===== src/rtl/tdm_pkg.sv =====
// Shared definitions for the 4-slot TDM receive path.
//   - Slot encoding follows the 2-bit operand selector (00=A .. 11=D).
//   - Framing FSM state encoding (HUNT / LOCK).
//   - Default sample width and the modulo-4 slot advance helper.
package tdm_pkg;

    typedef logic [1:0] slot_t;

    localparam int DEFAULT_WIDTH = 8;

    localparam slot_t SLOT_A = 2'b00;
    localparam slot_t SLOT_B = 2'b01;
    localparam slot_t SLOT_C = 2'b10;
    localparam slot_t SLOT_D = 2'b11;

    localparam logic [0:0] HUNT = 1'b0;
    localparam logic [0:0] LOCK = 1'b1;

    // Slot index advances modulo 4, so D wraps back to A.
    function automatic slot_t next_slot(input slot_t s);
        return slot_t'(s + 2'd1);
    endfunction

endpackage


===== src/rtl/tdm_sync_fsm.sv =====
// Frame-sync tracker for the TDM receiver.
// Ports:
//   clk, rst_n      clock and asynchronous active-low reset
//   in_valid, sync  sample qualifier and frame-start marker
//   slot            slot expected for the next accepted sample
//   locked          high while the tracker is in LOCK
//   sync_err        registered one-cycle pulse on a framing violation
//   capture_en      combinational: write din into shadow[capture_slot] this edge
//   capture_slot    shadow register selected for capture
//   frame_complete  combinational: this edge accepts slot D and publishes a frame
module tdm_sync_fsm
    import tdm_pkg::*;
(
    input  logic  clk,
    input  logic  rst_n,
    input  logic  in_valid,
    input  logic  sync,
    output slot_t slot,
    output logic  locked,
    output logic  sync_err,
    output logic  capture_en,
    output slot_t capture_slot,
    output logic  frame_complete
);

    logic [0:0] state;

    assign locked = (state == LOCK);

    // A sync sample always becomes the new slot A, whatever state we are in.
    // Without sync, slots B and C go to the shadow registers, while slot D
    // bypasses them and triggers the frame publish instead.
    always_comb begin
        capture_en     = 1'b0;
        capture_slot   = SLOT_A;
        frame_complete = 1'b0;
        if (in_valid) begin
            if (sync) begin
                capture_en   = 1'b1;
                capture_slot = SLOT_A;
            end else if (state == LOCK && slot == SLOT_D) begin
                frame_complete = 1'b1;
            end else if (state == LOCK && slot != SLOT_A) begin
                capture_en   = 1'b1;
                capture_slot = slot;
            end
        end
    end

    // Framing state machine. A sync seen mid-frame restarts the frame at
    // slot B while staying locked; a missing sync at a frame boundary drops
    // back to HUNT. Both cases pulse sync_err. Idle cycles hold everything.
    always_ff @(posedge clk or negedge rst_n) begin
        if (!rst_n) begin
            state    <= HUNT;
            slot     <= SLOT_A;
            sync_err <= 1'b0;
        end else begin
            sync_err <= 1'b0;
            if (in_valid) begin
                if (state == HUNT) begin
                    if (sync) begin
                        state <= LOCK;
                        slot  <= SLOT_B;
                    end
                end else if (sync) begin
                    if (slot != SLOT_A) begin
                        sync_err <= 1'b1;
                    end
                    slot <= SLOT_B;
                end else if (slot == SLOT_A) begin
                    sync_err <= 1'b1;
                    state    <= HUNT;
                    slot     <= SLOT_A;
                end else begin
                    slot <= next_slot(slot);
                end
            end
        end
    end

endmodule


===== src/rtl/tdm_demux4.sv =====
// 4-slot TDM demultiplexer: locks onto frame sync, gathers slots A..C in
// shadow registers and publishes all four channels together when slot D
// arrives, so y_a..y_d are never partially updated.
// Ports:
//   clk, rst_n       clock and asynchronous active-low reset
//   in_valid         din/sync qualify this cycle
//   sync             current sample is slot A
//   din              sample data
//   y_a..y_d         channels of the last complete frame
//   frame_valid      one-cycle pulse when y_a..y_d were just updated
//   slot             slot expected for the next accepted sample
//   locked           framing FSM is in LOCK
//   sync_err         one-cycle pulse on a framing violation
module tdm_demux4
    import tdm_pkg::*;
#(
    parameter int WIDTH = DEFAULT_WIDTH
) (
    input  logic             clk,
    input  logic             rst_n,
    input  logic             in_valid,
    input  logic             sync,
    input  logic [WIDTH-1:0] din,
    output logic [WIDTH-1:0] y_a,
    output logic [WIDTH-1:0] y_b,
    output logic [WIDTH-1:0] y_c,
    output logic [WIDTH-1:0] y_d,
    output logic             frame_valid,
    output logic [1:0]       slot,
    output logic             locked,
    output logic             sync_err
);

    logic             capture_en;
    slot_t            capture_slot;
    logic             frame_complete;
    logic [WIDTH-1:0] shadow_a;
    logic [WIDTH-1:0] shadow_b;
    logic [WIDTH-1:0] shadow_c;

    tdm_sync_fsm u_fsm (
        .clk            (clk),
        .rst_n          (rst_n),
        .in_valid       (in_valid),
        .sync           (sync),
        .slot           (slot),
        .locked         (locked),
        .sync_err       (sync_err),
        .capture_en     (capture_en),
        .capture_slot   (capture_slot),
        .frame_complete (frame_complete)
    );

    // Slot-indexed capture into the shadow registers. Stale shadow contents
    // after an early sync are harmless: every slot is rewritten before the
    // next publish.
    always_ff @(posedge clk or negedge rst_n) begin
        if (!rst_n) begin
            shadow_a <= '0;
            shadow_b <= '0;
            shadow_c <= '0;
        end else if (capture_en) begin
            case (capture_slot)
                SLOT_A:  shadow_a <= din;
                SLOT_B:  shadow_b <= din;
                SLOT_C:  shadow_c <= din;
                default: ;
            endcase
        end
    end

    // Publish the full frame on the edge that accepts slot D; slot D comes
    // straight from din so the outputs update with no extra latency.
    always_ff @(posedge clk or negedge rst_n) begin
        if (!rst_n) begin
            y_a         <= '0;
            y_b         <= '0;
            y_c         <= '0;
            y_d         <= '0;
            frame_valid <= 1'b0;
        end else begin
            frame_valid <= frame_complete;
            if (frame_complete) begin
                y_a <= shadow_a;
                y_b <= shadow_b;
                y_c <= shadow_c;
                y_d <= din;
            end
        end
    end

endmodule

===== config.mk =====
export PLATFORM = sky130hd
export DESIGN_NAME = tdm_demux4
export DESIGN_NICKNAME = d
export VERILOG_FILES = /design/src/rtl/tdm_pkg.sv /design/src/rtl/tdm_sync_fsm.sv /design/src/rtl/tdm_demux4.sv
export SDC_FILE = /design/constraint.sdc
export NUM_CORES = 1
export LEC_CHECK = 0
export CORE_AREA = 4 4 75 70
export CTS_CLUSTER_SIZE = 10
export DETAILED_ROUTE_END_ITERATION = 8
export DIE_AREA = 0 0 79 74
export PLACE_DENSITY = 0.82
export SLEW_MARGIN = 15
export SYNTH_ARGS = -nofsm -noshare
export SYNTH_HDL_FRONTEND = slang
export SYNTH_HIERARCHICAL = 1
export SYNTH_SLANG_ARGS = --single-unit

===== constraint.sdc =====
create_clock -name clk -period 4.9 [get_ports clk]
set_input_delay 0.98 -clock clk [delete_from_list [all_inputs] [get_ports clk]]
set_output_delay 0.98 -clock clk [all_outputs]
set_load 0.1 [all_outputs]

==> flow_summary.yaml <==
clock_network:
  htree_levels: 3
  cts_sinks: 61
  cts_resized: 0
  cts_made_buffers: 9
  insertion_delay_ps: 330
  clockRootBuffer: "clkbuf_8"
  cts_hold_buffers: 0
  postCtsSetupRepairBufs: 0
  cts_tree: "built"
  clockBufferDepth: 2
  clk_pin_slew_worst_paths_ps: 60
worst_setup_path:
  cp_max_fo: 7
  cp.required_ps: 3920
  crit_path_end_kind: "output pin"
  crit_slowest_cell: "clkdlybuf4s50_1"
  cp.arrival_ps: 2020
  cp-start-kind: "flop"
  critPathKind: "reg -> out"
  crit_family: "buffers and inverters"
  worst_path_largest_cell_delay_ps: 1190
  cp.buffers_inverters: 1
  crit_path_cell_trace: "clkdlybuf4s50_1"
hold_path:
  hold_class: "reg -> reg"
layout:
  multi_input_area_um2: 824.5
  final_cell_mix: "dfrtp_1, mux2_2, clkdlybuf4s50_1, clkbuf_8"
  fillCellCount: 304
  final_common_cell: "dfrtp_1"
  layout.nets: 218
  fin_cells: 269
  layout-drive-gt1-share: 0.3768
  area_growth_pct: 32.76
  area.sequential_um2: 1526
  antenna_cells: 0
floorplanning:
  die_w_um: 79
  initial_core_util: 0.5370
  die_h_um: 74
  io_pins: 49
  fp.coreArea_um2: 4432
  fp-row-count: 23
  die-area_um2: 5846
synth:
  netlist_area_um2: 2380
  ys.flop_type: "dfrtp_1"
  ys_warn_count: 6
  synth_enable_flop_cells: 0
  ys_ff_latch: 61
  yosys-top-cells-area: "dfrtp_1, mux2_2, ha_1"
  synth_top_area_share: 0.6414
  async_reset_ff_frac: 1.000
  synth_fp_nets: 161
  synth_top_cell_by_area: "dfrtp_1"
  netlist-cell-type-count: 19
  synth_cells: 145
  yosysSeqAreaShare: 0.6414
  avgSynthCellArea_um2: 16.41
drt:
  wl_met3_um: 214
  wl_met1_mm: 2.092
  dr_wl_met2_mm: 2.341
  route.detailed.drc: 0
  post_drt_wl_per_cell_um: 17.59
  vias_per_cell: 5.123
  dr.max_layer_used: "met4"
  finalWirelength_mm: 4.732
  num_vias: 1378
  ant_nets: 0
  drtIter0Drc: 71
  first_pass_iters: 4
timing:
  period_needed_ps: 2997
  worst_slew_pin_slew_ps: 993.6
  skew_ps: 4.413
  maxSlewViolCount: 0
  slew_headroom: 0.3355
  hold_viol: 0
  final-setup-viol-count: 0
  rsz0062_at_grt: "no"
  fin_crit_sh: 0.6117
  setup_tns_ps: 0
  max_freq_ghz: 0.3336
grt:
  antenna_found_initial: 0
  grt_pass1_wl_mm: 7.907
  grt_pass1_vias: 1512
  overflow: 0
  track_usage: 0.1859
  grt_max_degree: 62
placed_design:
  port_buffers: 48
  place.detailed.hpwl_mm: 3.114
  place.gp.congestion: 0.7786
  dp_cells: 253
flow_run:
  maxCapViolations: 0
status:
  status: "complete, no violations"
flip-flops by register name, indices dropped and copies added, names as in the netlist, 2 cells and up:
signal / cells
y_d: 8
y_c: 8
shadow_c: 8
y_a: 8
shadow_b: 8
shadow_a: 8
y_b: 8
u_fsm/slot: 2
cell usage after synthesis, drive strengths merged (2+ instances only):
cell type   n
buf         3
nor4        2
ha          4
dfrtp      61
inv         4
nor3b       3
nand3b      3
mux2       56
o21a        2
through the flow:
stage	utilization	hold WS, ps	worst slack, ps	instance area (um^2)
2_1_floorplan	-	473.7	2137	2380
3_3_place_gp	0.6621	468.4	1752	2934
3_5_place_dp	0.6621	478.5	1591	2934
4_1_cts	0.7129	493.8	1876	3159
5_1_grt	0.7129	511.2	1821	3159
6_report	0.7129	485.8	1903	3159
path summary, 6_finish.rpt:
| kind | slack, ps | from | to | cells past startpoint |
|---|---|---|---|---|
| min reg2reg | 490 | y_d[1] | y_d[1] | 1 |
| min in group asynchronous | 810 | rst_n | u_fsm/slot[0] | 2 |
| max | 1900 | u_fsm/locked | locked | 1 |
| max in group asynchronous | 3610 | rst_n | y_a[7] | 2 |
| max reg2reg | 2540 | u_fsm/slot[0] | shadow_b[3] | 5 |
| min | 490 | y_d[1] | y_d[1] | 1 |
worst register-to-register path: stages, from the launching register on:
cell,delay [ps]
dfrtp_1,400
inv_1,100
ha_1,250
nor4_1,660
nand3b_2,440
mux2_2,390
cells by family after synthesis:
| kind of cell | synth area share |
|---|---|
| compound gates | 0.01788 |
| fa+ha+maj | 0.02103 |
| buf+inv | 0.01419 |
| flops | 0.6414 |
| mux | 0.2650 |
| simple gates | 0.04048 |
final cells by class:
type	count	area share
flip-flops and latches	61	0.4832
multi-input cells	76	0.2610
repair buffers	50	0.1552
clock buffers	12	0.04911
well taps	62	0.02455
clock inverters	4	0.02218
inverters	4	0.004752
routing by layer:
metal,up-vias,GRT usage
met5,-,0
met4,0,0.09733
met3,8,0.04600
met2,41,0.3037
met1,695,0.2333
li1,634,-
Power is left out: the tool's default activity adds up to more than one toggle a clock period on the data nets, which glitch-free logic cannot reach.
